===== src/rtl/snr_stats_pkg.sv =====
// rtl/snr_stats_pkg.sv - shared widths and FSM encoding for the SNR statistics sequencer
package snr_stats_pkg;

  localparam int DATA_W = 16;
  localparam int ADDR_W = 13;
  localparam int SUM_W  = DATA_W + ADDR_W;
  localparam int SQ_W   = 2 * DATA_W + ADDR_W;
  localparam int DEV_W  = DATA_W + 1;

  typedef enum logic [2:0] {
    S_IDLE,
    S_SUM_RD,
    S_MEAN_REQ,
    S_MEAN_WAIT,
    S_SQ_RD,
    S_VAR_REQ,
    S_VAR_WAIT,
    S_DONE
  } state_t;

endpackage


===== src/rtl/snr_stats_sequencer_reader.sv =====
// rtl/snr_stats_sequencer_reader.sv - one linear pass over the sample memory with a delayed data valid
module sample_pass_reader
  import snr_stats_pkg::*;
#(
  parameter int ADDR_WIDTH = ADDR_W,
  parameter int N_SAMPLES  = 5968
) (
  input  logic                  clk,
  input  logic                  reset,
  input  logic                  go,
  output logic                  mem_rd_en,
  output logic [ADDR_WIDTH-1:0] mem_addr,
  output logic                  data_valid,
  output logic                  last
);

  localparam logic [ADDR_WIDTH-1:0] LAST_ADDR = ADDR_WIDTH'(N_SAMPLES - 1);

  logic active;
  logic at_end;

  assign at_end    = (mem_addr == LAST_ADDR);
  assign mem_rd_en = active;

  // Walk addresses 0..N-1 after go; valid/last trail the strobe by the memory latency.
  always_ff @(posedge clk) begin
    if (reset) begin
      active     <= 1'b0;
      mem_addr   <= '0;
      data_valid <= 1'b0;
      last       <= 1'b0;
    end else begin
      data_valid <= active;
      last       <= active && at_end;
      if (go) begin
        active   <= 1'b1;
        mem_addr <= '0;
      end else if (active) begin
        if (at_end) begin
          active <= 1'b0;
        end else begin
          mem_addr <= mem_addr + 1'b1;
        end
      end
    end
  end

endmodule


===== src/rtl/snr_stats_sequencer.sv =====
// rtl/snr_stats_sequencer.sv - two-pass mean/variance controller sharing one read port and one divider
module snr_stats_sequencer
  import snr_stats_pkg::*;
#(
  parameter int DATA_WIDTH = DATA_W,
  parameter int N_SAMPLES  = 5968,
  parameter int ADDR_WIDTH = ADDR_W,
  parameter int NUM_WIDTH  = SQ_W
) (
  input  logic                    clk,
  input  logic                    reset,
  input  logic                    start,
  output logic                    busy,
  output logic                    done,
  output logic                    mem_rd_en,
  output logic [ADDR_WIDTH-1:0]   mem_addr,
  input  logic [DATA_WIDTH-1:0]   mem_data,
  input  logic                    div_ready,
  output logic                    div_start,
  output logic [NUM_WIDTH-1:0]    div_num,
  output logic [ADDR_WIDTH-1:0]   div_den,
  input  logic                    div_done,
  input  logic [NUM_WIDTH-1:0]    div_quot,
  output logic [DATA_WIDTH-1:0]   mean,
  output logic [2*DATA_WIDTH-1:0] variance
);

  // Package widths track any override of the data/address widths.
  localparam int SUM_BITS = SUM_W + (DATA_WIDTH - DATA_W) + (ADDR_WIDTH - ADDR_W);
  localparam int DEV_BITS = DEV_W + (DATA_WIDTH - DATA_W);

  state_t                    state;
  logic                      go;
  logic                      rd_valid;
  logic                      rd_last;
  logic [SUM_BITS-1:0]       sum;
  logic [NUM_WIDTH-1:0]      sqsum;
  logic [DATA_WIDTH-1:0]     mean_q;
  logic [2*DATA_WIDTH-1:0]   var_q;
  logic signed [DEV_BITS-1:0]   dev;
  logic signed [2*DEV_BITS-1:0] dev_ext;
  logic signed [2*DEV_BITS-1:0] dev_sq;
  logic                      unused_quot_hi;

  assign unused_quot_hi = ^div_quot[NUM_WIDTH-1:2*DATA_WIDTH];

  assign dev     = $signed({1'b0, mem_data}) - $signed({1'b0, mean_q});
  assign dev_ext = (2*DEV_BITS)'(dev);
  assign dev_sq  = dev_ext * dev_ext;

  // The reader restarts for the sum pass and again once the mean is back from the divider.
  assign go = ((state == S_IDLE) && start) || ((state == S_MEAN_WAIT) && div_done);

  sample_pass_reader #(
    .ADDR_WIDTH (ADDR_WIDTH),
    .N_SAMPLES  (N_SAMPLES)
  ) u_reader (
    .clk        (clk),
    .reset      (reset),
    .go         (go),
    .mem_rd_en  (mem_rd_en),
    .mem_addr   (mem_addr),
    .data_valid (rd_valid),
    .last       (rd_last)
  );

  assign div_start = ((state == S_MEAN_REQ) || (state == S_VAR_REQ)) && div_ready;

  // Operands are steered from the accumulators, which stay frozen until the quotient returns.
  always_comb begin
    div_num = '0;
    div_den = '0;
    case (state)
      S_MEAN_REQ, S_MEAN_WAIT: begin
        div_num = NUM_WIDTH'(sum);
        div_den = ADDR_WIDTH'(N_SAMPLES);
      end
      S_VAR_REQ, S_VAR_WAIT: begin
        div_num = sqsum;
        div_den = ADDR_WIDTH'(N_SAMPLES - 1);
      end
      default: ;
    endcase
  end

  // Sequencer: sum pass, mean divide, squared-deviation pass, variance divide, publish.
  always_ff @(posedge clk) begin
    if (reset) begin
      state    <= S_IDLE;
      sum      <= '0;
      sqsum    <= '0;
      mean_q   <= '0;
      var_q    <= '0;
      mean     <= '0;
      variance <= '0;
      busy     <= 1'b0;
      done     <= 1'b0;
    end else begin
      done <= 1'b0;
      case (state)
        S_IDLE: begin
          if (start) begin
            state <= S_SUM_RD;
            busy  <= 1'b1;
            sum   <= '0;
            sqsum <= '0;
            var_q <= '0;
          end
        end
        S_SUM_RD: begin
          if (rd_valid) begin
            sum <= sum + SUM_BITS'(mem_data);
            if (rd_last) state <= S_MEAN_REQ;
          end
        end
        S_MEAN_REQ: begin
          if (div_ready) state <= S_MEAN_WAIT;
        end
        S_MEAN_WAIT: begin
          if (div_done) begin
            mean_q <= div_quot[DATA_WIDTH-1:0];
            state  <= S_SQ_RD;
          end
        end
        S_SQ_RD: begin
          if (rd_valid) begin
            sqsum <= sqsum + NUM_WIDTH'($unsigned(dev_sq));
            if (rd_last) state <= (N_SAMPLES == 1) ? S_DONE : S_VAR_REQ;
          end
        end
        S_VAR_REQ: begin
          if (div_ready) state <= S_VAR_WAIT;
        end
        S_VAR_WAIT: begin
          if (div_done) begin
            var_q <= div_quot[2*DATA_WIDTH-1:0];
            state <= S_DONE;
          end
        end
        S_DONE: begin
          mean     <= mean_q;
          variance <= var_q;
          done     <= 1'b1;
          busy     <= 1'b0;
          state    <= S_IDLE;
        end
        default: state <= S_IDLE;
      endcase
    end
  end

endmodule


===== config.mk =====
export PLATFORM = sky130hd
export DESIGN_NAME = snr_stats_sequencer
export DESIGN_NICKNAME = d
export VERILOG_FILES = /design/src/rtl/snr_stats_pkg.sv /design/src/rtl/snr_stats_sequencer_reader.sv /design/src/rtl/snr_stats_sequencer.sv
export SDC_FILE = /design/constraint.sdc
export NUM_CORES = 1
export LEC_CHECK = 0
export CORE_MARGIN = 2
export CORE_UTILIZATION = 55
export CTS_BUF_LIST = sky130_fd_sc_hd__clkbuf_8 sky130_fd_sc_hd__clkbuf_16
export CTS_CLUSTER_SIZE = 12
export DETAILED_ROUTE_END_ITERATION = 16
export PLACE_DENSITY = 0.84
export SYNTH_ARGS = -nofsm -noshare
export SYNTH_HDL_FRONTEND = slang
export SYNTH_HIERARCHICAL = 1
export SYNTH_SLANG_ARGS = --single-unit

===== constraint.sdc =====
create_clock -name clk -period 21 [get_ports clk]
set_clock_uncertainty 0.15 [all_clocks]
set_input_delay 3.15 -clock clk [delete_from_list [all_inputs] [get_ports clk]]
set_output_delay 3.15 -clock clk [all_outputs]
set_load 0.02 [all_outputs]

Word level (Yosys, flattened, before mapping). Cells that the tools add are included.

Register bits after elaboration: 191. Input port bits: 66. Output and inout bits: 123. Logic and storage cells: 84.

Add/sub/neg operators: 4. Multiply operators: 1. Eq/ne operators: 17. Muxes and demuxes: 27. Bitwise gates (word level): 1. Reduce and logical (&&, ||, !) cells: 21.

Operator list (number): $pmux 45 s2 (2); $mux 45 (2); $mux 32 (2); $pmux 32 s2 (1); $mux 29 (2); $pmux 29 s2 (1); $add 45x34->45 (1); $mul 17x17->34 (1); $add 29x16->29 (1); $mux 3 (9); $pmux 13 s2 (1); $pmux 3 s8 (1); $sub 16x16->17 (1); $add 13x1->13 const B (1); $eq 13x13->1 const B (1); $eq 3x3->1 const B (4); $ne 2x2->1 const B (5); $reduce_and 3->1 (3); $reduce_and 9->1 (1); $ne 2x1->1 const B (4); $reduce_bool 2->1 (4); $eq 3x2->1 const B (2); $reduce_and 2->1 (3); $reduce_or 2->1 (3); 7 further kinds (15).

Logic depth before layout (Yosys ltp). Gate-level depths: netlist (run 1).

Word-level depth: 5. Gate-level depth with buffers: 47. Mapped depth without buffers: 45.

Hierarchy. The synthesis (run 1) kept the hierarchy.

By module, submodules not included: snr_stats_sequencer (instances 1, cells each 2361, area an instance 19742.7 um^2, seq. area each 3503.4 um^2); sample_pass_reader (instances 1, cells each 80, area an instance 705.7 um^2, seq. area each 320.3 um^2).

Worst setup path after synthesis (run 1). Ideal clock, no wire load.

Path type: in2reg. Start point: input port mem_data[0]. End point: register sqsum[38]. Library setup time: 128 ps. Data arrival time: 12074 ps. Required time: 20722 ps. Slack: 8649 ps. Stages: 43. Path buffers: 3. Path through: inv_1 -> ha_1 -> fa_1 -> nor2b_1 -> o21ai_1 -> a21boi_1 -> o41a_1 -> nand3_1 -> nand2_1 -> a21oi_1 -> xnor2_1 -> clkbuf_1 -> nand2_1 -> fa_1 -> inv_1 -> fa_1 -> inv_1 -> fa_1 -> [... 7 more ...] -> o21a_1 -> o211a_1 -> o21ai_0 -> nand3_1 -> o41ai_1 -> nand2b_1 -> o21ai_1 -> o311ai_0 -> o211ai_1 -> ha_1 -> clkbuf_1 -> o21a_1 -> nor2_1 -> or2_2 -> buf_1 -> a21boi_0 -> xnor2_1 -> nor2_1.

Longest elaborated chain between the ends: 5.

Ends and longest elaborated chain: start: declaration (RTL line snr_stats_sequencer.sv:17) `input logic [DATA_WIDTH-1:0] mem_data,`; $sub 16x16->17 (RTL line snr_stats_sequencer.sv:47) `assign dev = $signed({1'b0, mem_data}) - $signed({1'b0, mean_q});`; $mul 17x17->34 (RTL line snr_stats_sequencer.sv:49) `assign dev_sq = dev_ext * dev_ext;`; $add 45x34->45 (RTL line snr_stats_sequencer.sv:127) `sqsum <= sqsum + NUM_WIDTH'($unsigned(dev_sq));`; $mux 45 (RTL line snr_stats_sequencer.sv:126) `if (rd_valid) begin`; $pmux 45 s2 (RTL line snr_stats_sequencer.sv:100) `case (state)`; end signal: assignment (RTL line snr_stats_sequencer.sv:127); end: declaration (RTL line snr_stats_sequencer.sv:37) `logic [NUM_WIDTH-1:0] sqsum;`.

No other way between the ends. The select of a mux whose other input is x is not followed. A chain may end at the register's enable or synchronous reset.

Worst setup path in the final report (run 1).
Start point: input port mem_data[0]. End point: register sqsum[36].

The elaborated chain is that of the path after synthesis.

==> results.py, run 1 <==
metrics = {
    "sta": {
        "fin_crit_sh": 0.6659,
        "finalSetupTns_ns": 0,
        "final_max_slew_viol_count": 0,
        "slew_at_the_pin_closest_to_its_max_slew_limit_ns": 1.277,
        "timing.fmax_mhz": 71.51,
        "max_slew_margin": 0.1456,
        "final_hold_viol_count": 0,
        "setup_violations": 0,
        "rsz_0062_raised_after_global_routing": "false",
        "fin_crit_ns": 13.98,
    },
    "detailed_routing": {
        "routed_via_density": 5.868,
        "detail_route.wirelength_microns": 56170,
        "drtPass1Iterations": 5,
        "via_count": 17790,
        "final_antenna_net_count": 0,
        "avgRoutedWirePerCell_microns": 18.53,
        "remaining_drc_errors": 0,
        "detail_route.iter0.violations": 1547,
    },
    "logic_synthesis": {
        "synthesis.yosys.warnings": 6,
        "synth.lib_cells_used.distinct": 74,
        "synth_edf_count": 0,
        "share_of_synthesized_flip_flops_with_an_asynchronous_set_or_reset": 0,
        "postSynth.topFlopCell": "sky130_fd_sc_hd__dfxtp_1",
        "postSynthCellCount": 2441,
        "netlist_area_sq_um": 20450,
        "synth_sequential_area_ratio": 0.1870,
        "yosys_register_bits": 191,
        "postSynthAreaPerCell_sq_um": 8.377,
    },
    "critical_path": {
        "critPathMaxFanout": 12,
        "crit_type": "primary input to register",
        "critical-path-max-stage-delay_ns": 0.60,
        "critical_path.endpoint_type": "register",
        "crit_slowest_cell": "sky130_fd_sc_hd__fa_1",
        "crit_arrival_ns": 14.15,
        "critPathBufInv": 9,
        "critical-path-top-delay-family": "adder cells",
        "timing.critical_path.from_type": "primary input",
        "timing.critical_path.required_ns": 21.16,
    },
    "global_route": {
        "grt_start_max_net_pins": 91,
        "grtUsageTotal": 0.2987,
        "globalRouteOverflowTotal": 0,
        "antenna_found_initial": 0,
        "first_global_vias": 18130,
        "grt_pass1_wl_microns": 92630,
    },
    "clocking": {
        "tritoncts": "built",
        "root_buffer": "sky130_fd_sc_hd__clkbuf_16",
        "postCtsSetupBuffers": 0,
        "max-clock-path-buffers": 2,
        "cts_sinks": 191,
        "clk_latency_ns": 0.45,
        "cts_buffers": 17,
        "cts_repair_resize_count": 0,
        "cts.reportedPaths.clkPinSlew_ns": 0.09,
        "cts_hold_buf": 0,
        "h-tree-depth": 4,
    },
    "floorplan": {
        "die_x_microns": 196.8,
        "num_rows": 70,
        "floorplan.initialDensity": 0.5585,
        "die_y_microns": 196.8,
        "dieArea_sq_um": 38740,
        "ioPinCount": 189,
        "core_region_area_sq_um": 36610,
    },
    "layout": {
        "final_layout_size_suffix_gt1_frac": 0.03512,
        "fin_nets": 3044,
        "antenna-diode-count": 0,
        "synth_to_final_area_change_pct": 13.57,
        "footprint_of_the_multi_input_gates_sq_um": 14830,
        "final-seq-area_sq_um": 3824,
        "layout.filler_cells": 2973,
    },
    "run_status": {
        "outcome": "completed",
    },
    "job": {
        "cap_viol_max_count": 0,
    },
    "placed_design": {
        "detailed_place_hpwl_microns": 43300,
        "portBuffers": 172,
        "globalplace.congestion": 0.9416,
    },
    "hold_path": {
        "hp-class": "register to register",
    },
}
[state kept, by name, summed over array words and instances (netlist names)]
name                 count
u_reader/data_valid      1
busy                     1
sqsum                   45
u_reader/mem_addr       13
variance                32
u_reader/last            1
done                     1
u_reader/mem_rd_en       1
mean                    16
var_q                   32
sum                     29
state                    3
mean_q                  16
[through the flow]
| step | utilization | hold slack (ns) | cell area, sq um | worst slack (ns) | cells |
|---|---|---|---|---|---|
| floorplan | - | 0.2821 | 20460 | 8.649 | 2443 |
| global placement | 0.6165 | 0.2868 | 22570 | 7.017 | 2999 |
| detailed placement | 0.6165 | 0.2933 | 22570 | 6.815 | 2999 |
| CTS | 0.6343 | 0.3001 | 23220 | 7.228 | 3031 |
| global route | 0.6343 | 0.3058 | 23220 | 6.428 | 3031 |
| finish | 0.6343 | 0.3012 | 23220 | 7.016 | 3031 |
[synth_stat cells (5+ instances only)]
cell type,count,area [sq um]
sky130_fd_sc_hd__buf_1,5,18.77
sky130_fd_sc_hd__buf_4,10,75.07
sky130_fd_sc_hd__a22o_1,41,359.1
sky130_fd_sc_hd__o21ai_0,40,200.2
sky130_fd_sc_hd__a211oi_1,11,82.58
sky130_fd_sc_hd__a22oi_1,16,120.1
sky130_fd_sc_hd__clkbuf_1,90,337.8
sky130_fd_sc_hd__o21ai_1,14,70.07
sky130_fd_sc_hd__o211ai_1,8,60.06
sky130_fd_sc_hd__nor4_1,6,37.54
sky130_fd_sc_hd__nand2b_1,20,125.1
sky130_fd_sc_hd__nand4_1,14,87.58
sky130_fd_sc_hd__and2_1,24,150.1
sky130_fd_sc_hd__dfxtp_1,191,3824
sky130_fd_sc_hd__nor2b_1,10,62.56
sky130_fd_sc_hd__fa_1,271,5425
sky130_fd_sc_hd__nand2_1,337,1265
sky130_fd_sc_hd__a31oi_1,8,50.05
sky130_fd_sc_hd__nor2_1,180,675.7
sky130_fd_sc_hd__nand3_1,76,380.4
sky130_fd_sc_hd__xnor2_1,78,683.2
sky130_fd_sc_hd__or2_2,5,31.28
sky130_fd_sc_hd__ha_1,157,1964
sky130_fd_sc_hd__and4_1,9,78.83
sky130_fd_sc_hd__o2111ai_1,5,43.79
sky130_fd_sc_hd__or3_1,6,37.54
sky130_fd_sc_hd__and3_1,16,100.1
sky130_fd_sc_hd__o21bai_1,7,52.55
sky130_fd_sc_hd__a21o_1,46,345.3
sky130_fd_sc_hd__o21a_1,14,105.1
sky130_fd_sc_hd__nor3_1,23,115.1
sky130_fd_sc_hd__xor2_1,49,429.2
sky130_fd_sc_hd__inv_1,382,1434
sky130_fd_sc_hd__a21oi_1,199,996.0
[final cells by class]
type,count,share of cell area
multi-input cells,1759,0.6384
flip-flops and latches,191,0.1647
repair buffers,194,0.08114
inverters,387,0.06255
well taps,468,0.02522
clock buffers,17,0.01832
clock inverters,15,0.009698
[tightest hold or removal path: cells and delay by family (launching register included)]
kind | cells | cell delay [ns]
AND/OR/NAND/NOR | 1 | 0.05
flip-flops | 1 | 0.32
AO/OA/AOI/OAI | 1 | 0.05
[cell usage in the layout, fill, tap and decap left out, types with 5 or more instances in the layout]
cell                              instances
sky130_fd_sc_hd__nand4_1                 14
sky130_fd_sc_hd__nand3_1                 75
sky130_fd_sc_hd__buf_4                   23
sky130_fd_sc_hd__xor2_1                  47
sky130_fd_sc_hd__dfxtp_1                191
sky130_fd_sc_hd__a22o_1                  41
sky130_fd_sc_hd__nor4_1                   5
sky130_fd_sc_hd__o21a_1                  14
sky130_fd_sc_hd__nor2b_1                  9
sky130_fd_sc_hd__fa_1                   271
sky130_fd_sc_hd__a21o_1                  46
sky130_fd_sc_hd__nand2_1                337
sky130_fd_sc_hd__nor2_1                 177
sky130_fd_sc_hd__o211ai_1                 8
sky130_fd_sc_hd__nor3_1                  23
sky130_fd_sc_hd__and3_1                  16
sky130_fd_sc_hd__o2111ai_1                5
sky130_fd_sc_hd__o21bai_1                 7
sky130_fd_sc_hd__o21ai_0                 40
sky130_fd_sc_hd__and4_1                   9
sky130_fd_sc_hd__clkdlybuf4s50_1        171
sky130_fd_sc_hd__clkbuf_16               17
sky130_fd_sc_hd__a31oi_1                  8
sky130_fd_sc_hd__a211oi_1                11
sky130_fd_sc_hd__and2_1                  24
sky130_fd_sc_hd__a21oi_1                198
sky130_fd_sc_hd__nand2b_1                20
sky130_fd_sc_hd__or2_2                    5
sky130_fd_sc_hd__o21ai_1                 14
sky130_fd_sc_hd__a22oi_1                 16
sky130_fd_sc_hd__xnor2_1                 76
sky130_fd_sc_hd__inv_1                  382
sky130_fd_sc_hd__or3_1                    6
sky130_fd_sc_hd__ha_1                   157
[routing by layer]
layer	vias up	wire length, microns	part of all wire	global-route usage
met3	179	4895	0.087	0.05630
met1	8665	22080	0.39	0.3881
met4	0	2272	0.040	0.1108
li1	8085	-	-	-
met5	-	0	0	0
met2	858	26920	0.48	0.4981
[final timing paths]
check | start | to | slack (ns) | depth (start not counted)
worst max register to register | mean_q[0] | sqsum[36] | 9.78 | 40
worst min-delay path | var_q[15] | variance[15] | 0.30 | 2
worst max-delay path | mem_data[0] | sqsum[36] | 7.02 | 44
worst min register to register | var_q[15] | variance[15] | 0.30 | 2
[cell families after synthesis]
logic type,after synthesis,share of synthesized area
other cells,1,0.0001834
fa+ha+maj,428,0.3614
flops,191,0.1870
xor+xnor,127,0.05440
mux,4,0.002080
buf+inv,493,0.09239
simple gates,737,0.1586
compound gates,460,0.1440
Power of run 1 is left out: the tool's default activity adds up to more than one toggle a clock period on the data nets, which glitch-free logic cannot reach.
==> inputs of run 2 (changes only) <==
- clock period: 21 -> 13.1 ns (I/O delays scaled with it)
==> results.py, run 2 (same netlist as run 1, synthesis figures left out) <==
metrics = {
    "critical_path": {
        "timing.critical_path.required_ns": 13.24,
        "crit_type": "primary input to register",
        "critical-path-top-delay-family": "adder cells",
        "timing.critical_path.from_type": "primary input",
        "critical-path-top-cell-by-count": "sky130_fd_sc_hd__fa_1",
        "crit_slowest_cell": "sky130_fd_sc_hd__fa_1",
        "crit_arrival_ns": 12.55,
        "critPathMaxFanout": 11,
        "critical-path-max-stage-delay_ns": 0.66,
        "critical_path.endpoint_type": "register",
        "r2r_setup_slack_ns": 2.26,
        "critPathBufInv": 9,
    },
    "placed_design": {
        "globalplace.congestion": 0.9312,
        "portBuffers": 172,
        "detailed_place_hpwl_microns": 43980,
    },
    "detailed_routing": {
        "remaining_drc_errors": 0,
        "drtPass1Iterations": 8,
        "avgRoutedWirePerCell_microns": 18.27,
        "via_count": 17620,
        "detail_route.wirelength_microns": 56100,
        "detail_route.iter0.violations": 1492,
        "final_antenna_net_count": 0,
        "routed_via_density": 5.738,
    },
    "hold_path": {
        "hp-class": "register to register",
    },
    "floorplan": {
        "num_rows": 70,
        "dieArea_sq_um": 38740,
        "die_y_microns": 196.8,
        "die_x_microns": 196.8,
        "floorplan.initialDensity": 0.5585,
        "ioPinCount": 189,
        "core_region_area_sq_um": 36610,
    },
    "clocking": {
        "clk_latency_ns": 0.45,
        "cts_buffers": 17,
        "tritoncts": "built",
        "postCtsSetupBuffers": 0,
        "h-tree-depth": 4,
        "cts.reportedPaths.clkPinSlew_ns": 0.08,
        "cts_sinks": 191,
        "root_buffer": "sky130_fd_sc_hd__clkbuf_16",
        "cts_hold_buf": 0,
        "max-clock-path-buffers": 2,
    },
    "sta": {
        "finalSetupTns_ns": 0,
        "slew_at_the_pin_closest_to_its_max_slew_limit_ns": 1.233,
        "fin_crit_sh": 0.9479,
        "max_slew_margin": 0.1748,
        "fin_crit_ns": 12.42,
        "timing.fmax_mhz": 80.53,
        "setup_violations": 0,
        "rsz_0062_raised_after_global_routing": "false",
        "final_hold_viol_count": 0,
        "final_max_slew_viol_count": 0,
    },
    "layout": {
        "synth_to_final_area_change_pct": 14.65,
        "layout.cells.most_common": "sky130_fd_sc_hd__inv_1",
        "register_name_with_the_most_flops": "sqsum",
        "top_regs": "sqsum x45, var_q x32, variance x32",
        "fin_nets": 3082,
        "final_layout_size_suffix_gt1_frac": 0.04806,
        "layout.cells.most_common_list": "sky130_fd_sc_hd__inv_1, sky130_fd_sc_hd__nand2_1, sky130_fd_sc_hd__fa_1",
        "layout.filler_cells": 2921,
        "largest_register_ff_count": 45,
    },
    "global_route": {
        "grt_pass1_wl_microns": 91310,
        "grt_start_max_net_pins": 62,
        "globalRouteOverflowTotal": 0,
        "first_global_vias": 17770,
        "antenna_found_initial": 2,
        "grtUsageTotal": 0.2955,
    },
    "job": {
        "cap_viol_max_count": 0,
    },
    "run_status": {
        "outcome": "completed",
    },
}
-- run 2: final timing paths --
path	from	endpoint	depth (start not counted)
max	mem_data[0]	sqsum[44]	43
min	var_q[30]	var_q[30]	2
max reg2reg	mean_q[2]	sqsum[44]	41
min reg2reg	var_q[30]	var_q[30]	2
-- run 2: final cells by class --
| type | instances | area [sq um] | area share |
|---|---|---|---|
| Antenna cell | 2 | 5.005 | 0.0002135 |
| Clock buffer | 19 | 452.9 | 0.01932 |
| Clock inverter | 13 | 161.4 | 0.006884 |
| Inverter | 387 | 1453 | 0.06196 |
| Multi-Input combinational cell | 1759 | 14790 | 0.6310 |
| Sequential cell | 191 | 3824 | 0.1631 |
| Tap cell | 468 | 585.6 | 0.02498 |
| Timing Repair Buffer | 232 | 2170 | 0.09254 |
-- run 2: worst reg2reg max path: cells and delay by family (launching register included) --
kind	cells	cell delay, ns
AO/OA/AOI/OAI	13	2.85
buffers and inverters	8	1.21
adder cells (fa/ha/maj)	9	4.29
flip-flops	1	0.36
AND/OR/NAND/NOR	9	1.43
XOR/XNOR	2	0.38
-- run 2: through the flow --
stage / hold WS, ns / instance area [sq um] / util / setup slack, ns / std cells
2_1_floorplan: 0.2821 / 20460 / - / 1.934 / 2443
3_3_place_gp: 0.2860 / 22820 / 0.6233 / 0.4191 / 3037
3_5_place_dp: 0.2951 / 22820 / 0.6233 / 0.1741 / 3037
4_1_cts: 0.3046 / 23430 / 0.6401 / 0.5173 / 3069
5_1_grt: 0.3184 / 23450 / 0.6404 / 0.02420 / 3071
6_report: 0.3038 / 23450 / 0.6404 / 0.6830 / 3071
-- run 2: repair_timing --
item / in CTS / in global routing
hold endpoints to repair: 0 / 0
resized for setup: 0 / 1
endpoints found under the setup margin: 0 / 5
-- run 2: layer usage --
layer / vias up / global-route usage / wire [microns]
li1: 8155 / - / -
met1: 8574 / 0.3932 / 23070
met2: 724 / 0.4760 / 26160
met3: 168 / 0.05236 / 4238
met4: 0 / 0.1273 / 2633
met5: - / 0 / 0
Power of run 2 is left out for the same reason.
==> inputs of run 3 (changes only) <==
- CORE_ASPECT_RATIO: not set -> 1.4
==> results.py, run 3 (same netlist as run 1, synthesis figures left out) <==
metrics = {
    "detailed_routing": {
        "via_count": 17700,
        "final_antenna_net_count": 0,
        "drtPass1Iterations": 6,
        "routed_via_density": 5.788,
        "detail_route.wirelength_microns": 56810,
        "detail_route.iter0.violations": 996,
        "avgRoutedWirePerCell_microns": 18.58,
        "remaining_drc_errors": 0,
    },
    "layout": {
        "finish.instance_area_sq_um": 23320,
        "fin_nets": 3071,
        "synth_to_final_area_change_pct": 14.06,
        "layout.cells.most_common": "sky130_fd_sc_hd__inv_1",
        "largest_register_ff_count": 45,
        "antenna-diode-count": 0,
        "layout.filler_cells": 2953,
        "register_name_with_the_most_flops": "sqsum",
        "layout.cells.most_common_list": "sky130_fd_sc_hd__inv_1, sky130_fd_sc_hd__nand2_1, sky130_fd_sc_hd__fa_1",
        "final_layout_size_suffix_gt1_frac": 0.04363,
        "top_regs": "sqsum x45, var_q x32, variance x32",
    },
    "sta": {
        "timing.final.ws_setup_ns": 0.8964,
        "setup_violations": 0,
        "final_max_slew_viol_count": 0,
        "max_slew_margin": 0.1631,
        "timing.fmax_mhz": 81.94,
        "final_hold_viol_count": 0,
        "slew_at_the_pin_closest_to_its_max_slew_limit_ns": 1.251,
        "finalSetupTns_ns": 0,
        "rsz_0062_raised_after_global_routing": "false",
        "fin_crit_sh": 0.9316,
        "fin_crit_ns": 12.20,
        "worst_hold_slack_ns": 0.3015,
    },
    "critical_path": {
        "timing.critical_path.from_type": "primary input",
        "timing.critical_path.required_ns": 13.25,
        "critical-path-top-cell-by-count": "sky130_fd_sc_hd__fa_1",
        "critPathMaxFanout": 11,
        "crit_arrival_ns": 12.36,
        "crit_slowest_cell": "sky130_fd_sc_hd__fa_1",
        "timing.reg2reg.worst_path_depth": 42,
        "crit-reg2reg-capture": "sqsum[38]",
        "crit-reg2reg-launch": "mean_q[0]",
        "critical-path-max-stage-delay_ns": 0.58,
        "critical_path.endpoint_type": "register",
        "r2r_setup_slack_ns": 2.49,
        "crit_type": "primary input to register",
    },
    "clocking": {
        "cts.reportedPaths.clkPinSlew_ns": 0.07,
        "root_buffer": "sky130_fd_sc_hd__clkbuf_16",
        "cts_buffers": 17,
        "tritoncts": "built",
        "cts_sinks": 191,
        "postCtsSetupBuffers": 0,
        "cts_hold_buf": 0,
        "clk_latency_ns": 0.45,
        "cts_repair_resize_count": 0,
        "max-clock-path-buffers": 2,
        "h-tree-depth": 4,
    },
    "hold_path": {
        "hold-path-endpoint": "var_q[3]",
        "hold_path.startpoint": "var_q[3]",
        "hold_depth": 2,
        "hp-class": "register to register",
    },
    "global_route": {
        "grt_start_max_net_pins": 59,
        "grt_pass1_wl_microns": 92250,
        "antenna_found_initial": 0,
        "first_global_vias": 18590,
        "globalRouteOverflowTotal": 0,
        "grtUsageTotal": 0.2982,
    },
    "placed_design": {
        "portBuffers": 172,
        "detailed_place_hpwl_microns": 45480,
        "placed_cell_area_sq_um": 22730,
        "globalplace.congestion": 0.9430,
        "dp_worst_setup_slack_ns": 0.6250,
    },
    "floorplan": {
        "die_y_microns": 232.1,
        "core_region_area_sq_um": 36660,
        "num_rows": 83,
        "ioPinCount": 189,
        "die_x_microns": 167.0,
        "dieArea_sq_um": 38760,
        "floorplan.initialDensity": 0.5578,
    },
    "run_status": {
        "outcome": "completed",
    },
    "job": {
        "cap_viol_max_count": 0,
    },
}
run 3: worst max path at each step:
stage	slack, ns	end	from
6_report	0.90	sqsum[38]	mem_data[2]
5_1_grt	0.46	sqsum[36]	mem_data[0]
4_1_cts	1.03	sqsum[38]	mem_data[2]
3_5_place_dp	0.63	sqsum[38]	mem_data[0]
3_3_place_gp	0.80	sqsum[38]	mem_data[2]
2_1_floorplan	1.93	sqsum[38]	mem_data[0]
run 3: final cells by class:
cell class | count | area [sq um] | area share
clock inverter | 14 | 150.1 | 0.006437
sequential | 191 | 3824 | 0.1639
inverter | 387 | 1453 | 0.06228
clock buffer | 18 | 439.2 | 0.01883
multi-input combinational | 1759 | 14790 | 0.6340
timing repair buffer | 221 | 2087 | 0.08948
tap | 467 | 584.3 | 0.02505
run 3: layer usage:
metal	global-route usage	wire length (microns)
met5	0	0
met4	0.1880	3818
met3	0.04346	3480
met2	0.5513	29540
met1	0.3167	19970
run 3: metrics by stage:
step,cells,util
final,3057,0.6362
after global routing,3057,0.6362
after CTS,3057,0.6362
after detailed placement,3025,0.6202
after global placement,3025,0.6202
after floorplan,2443,-
run 3: worst max-delay path: cells and delay by family:
kind / cells / cell delay [ns]
fa+ha+maj: 9 / 4.36
buf+inv: 8 / 1.43
simple gates: 10 / 1.53
xor+xnor: 2 / 0.32
compound gates: 13 / 2.76
Power of run 3 is left out for the same reason.
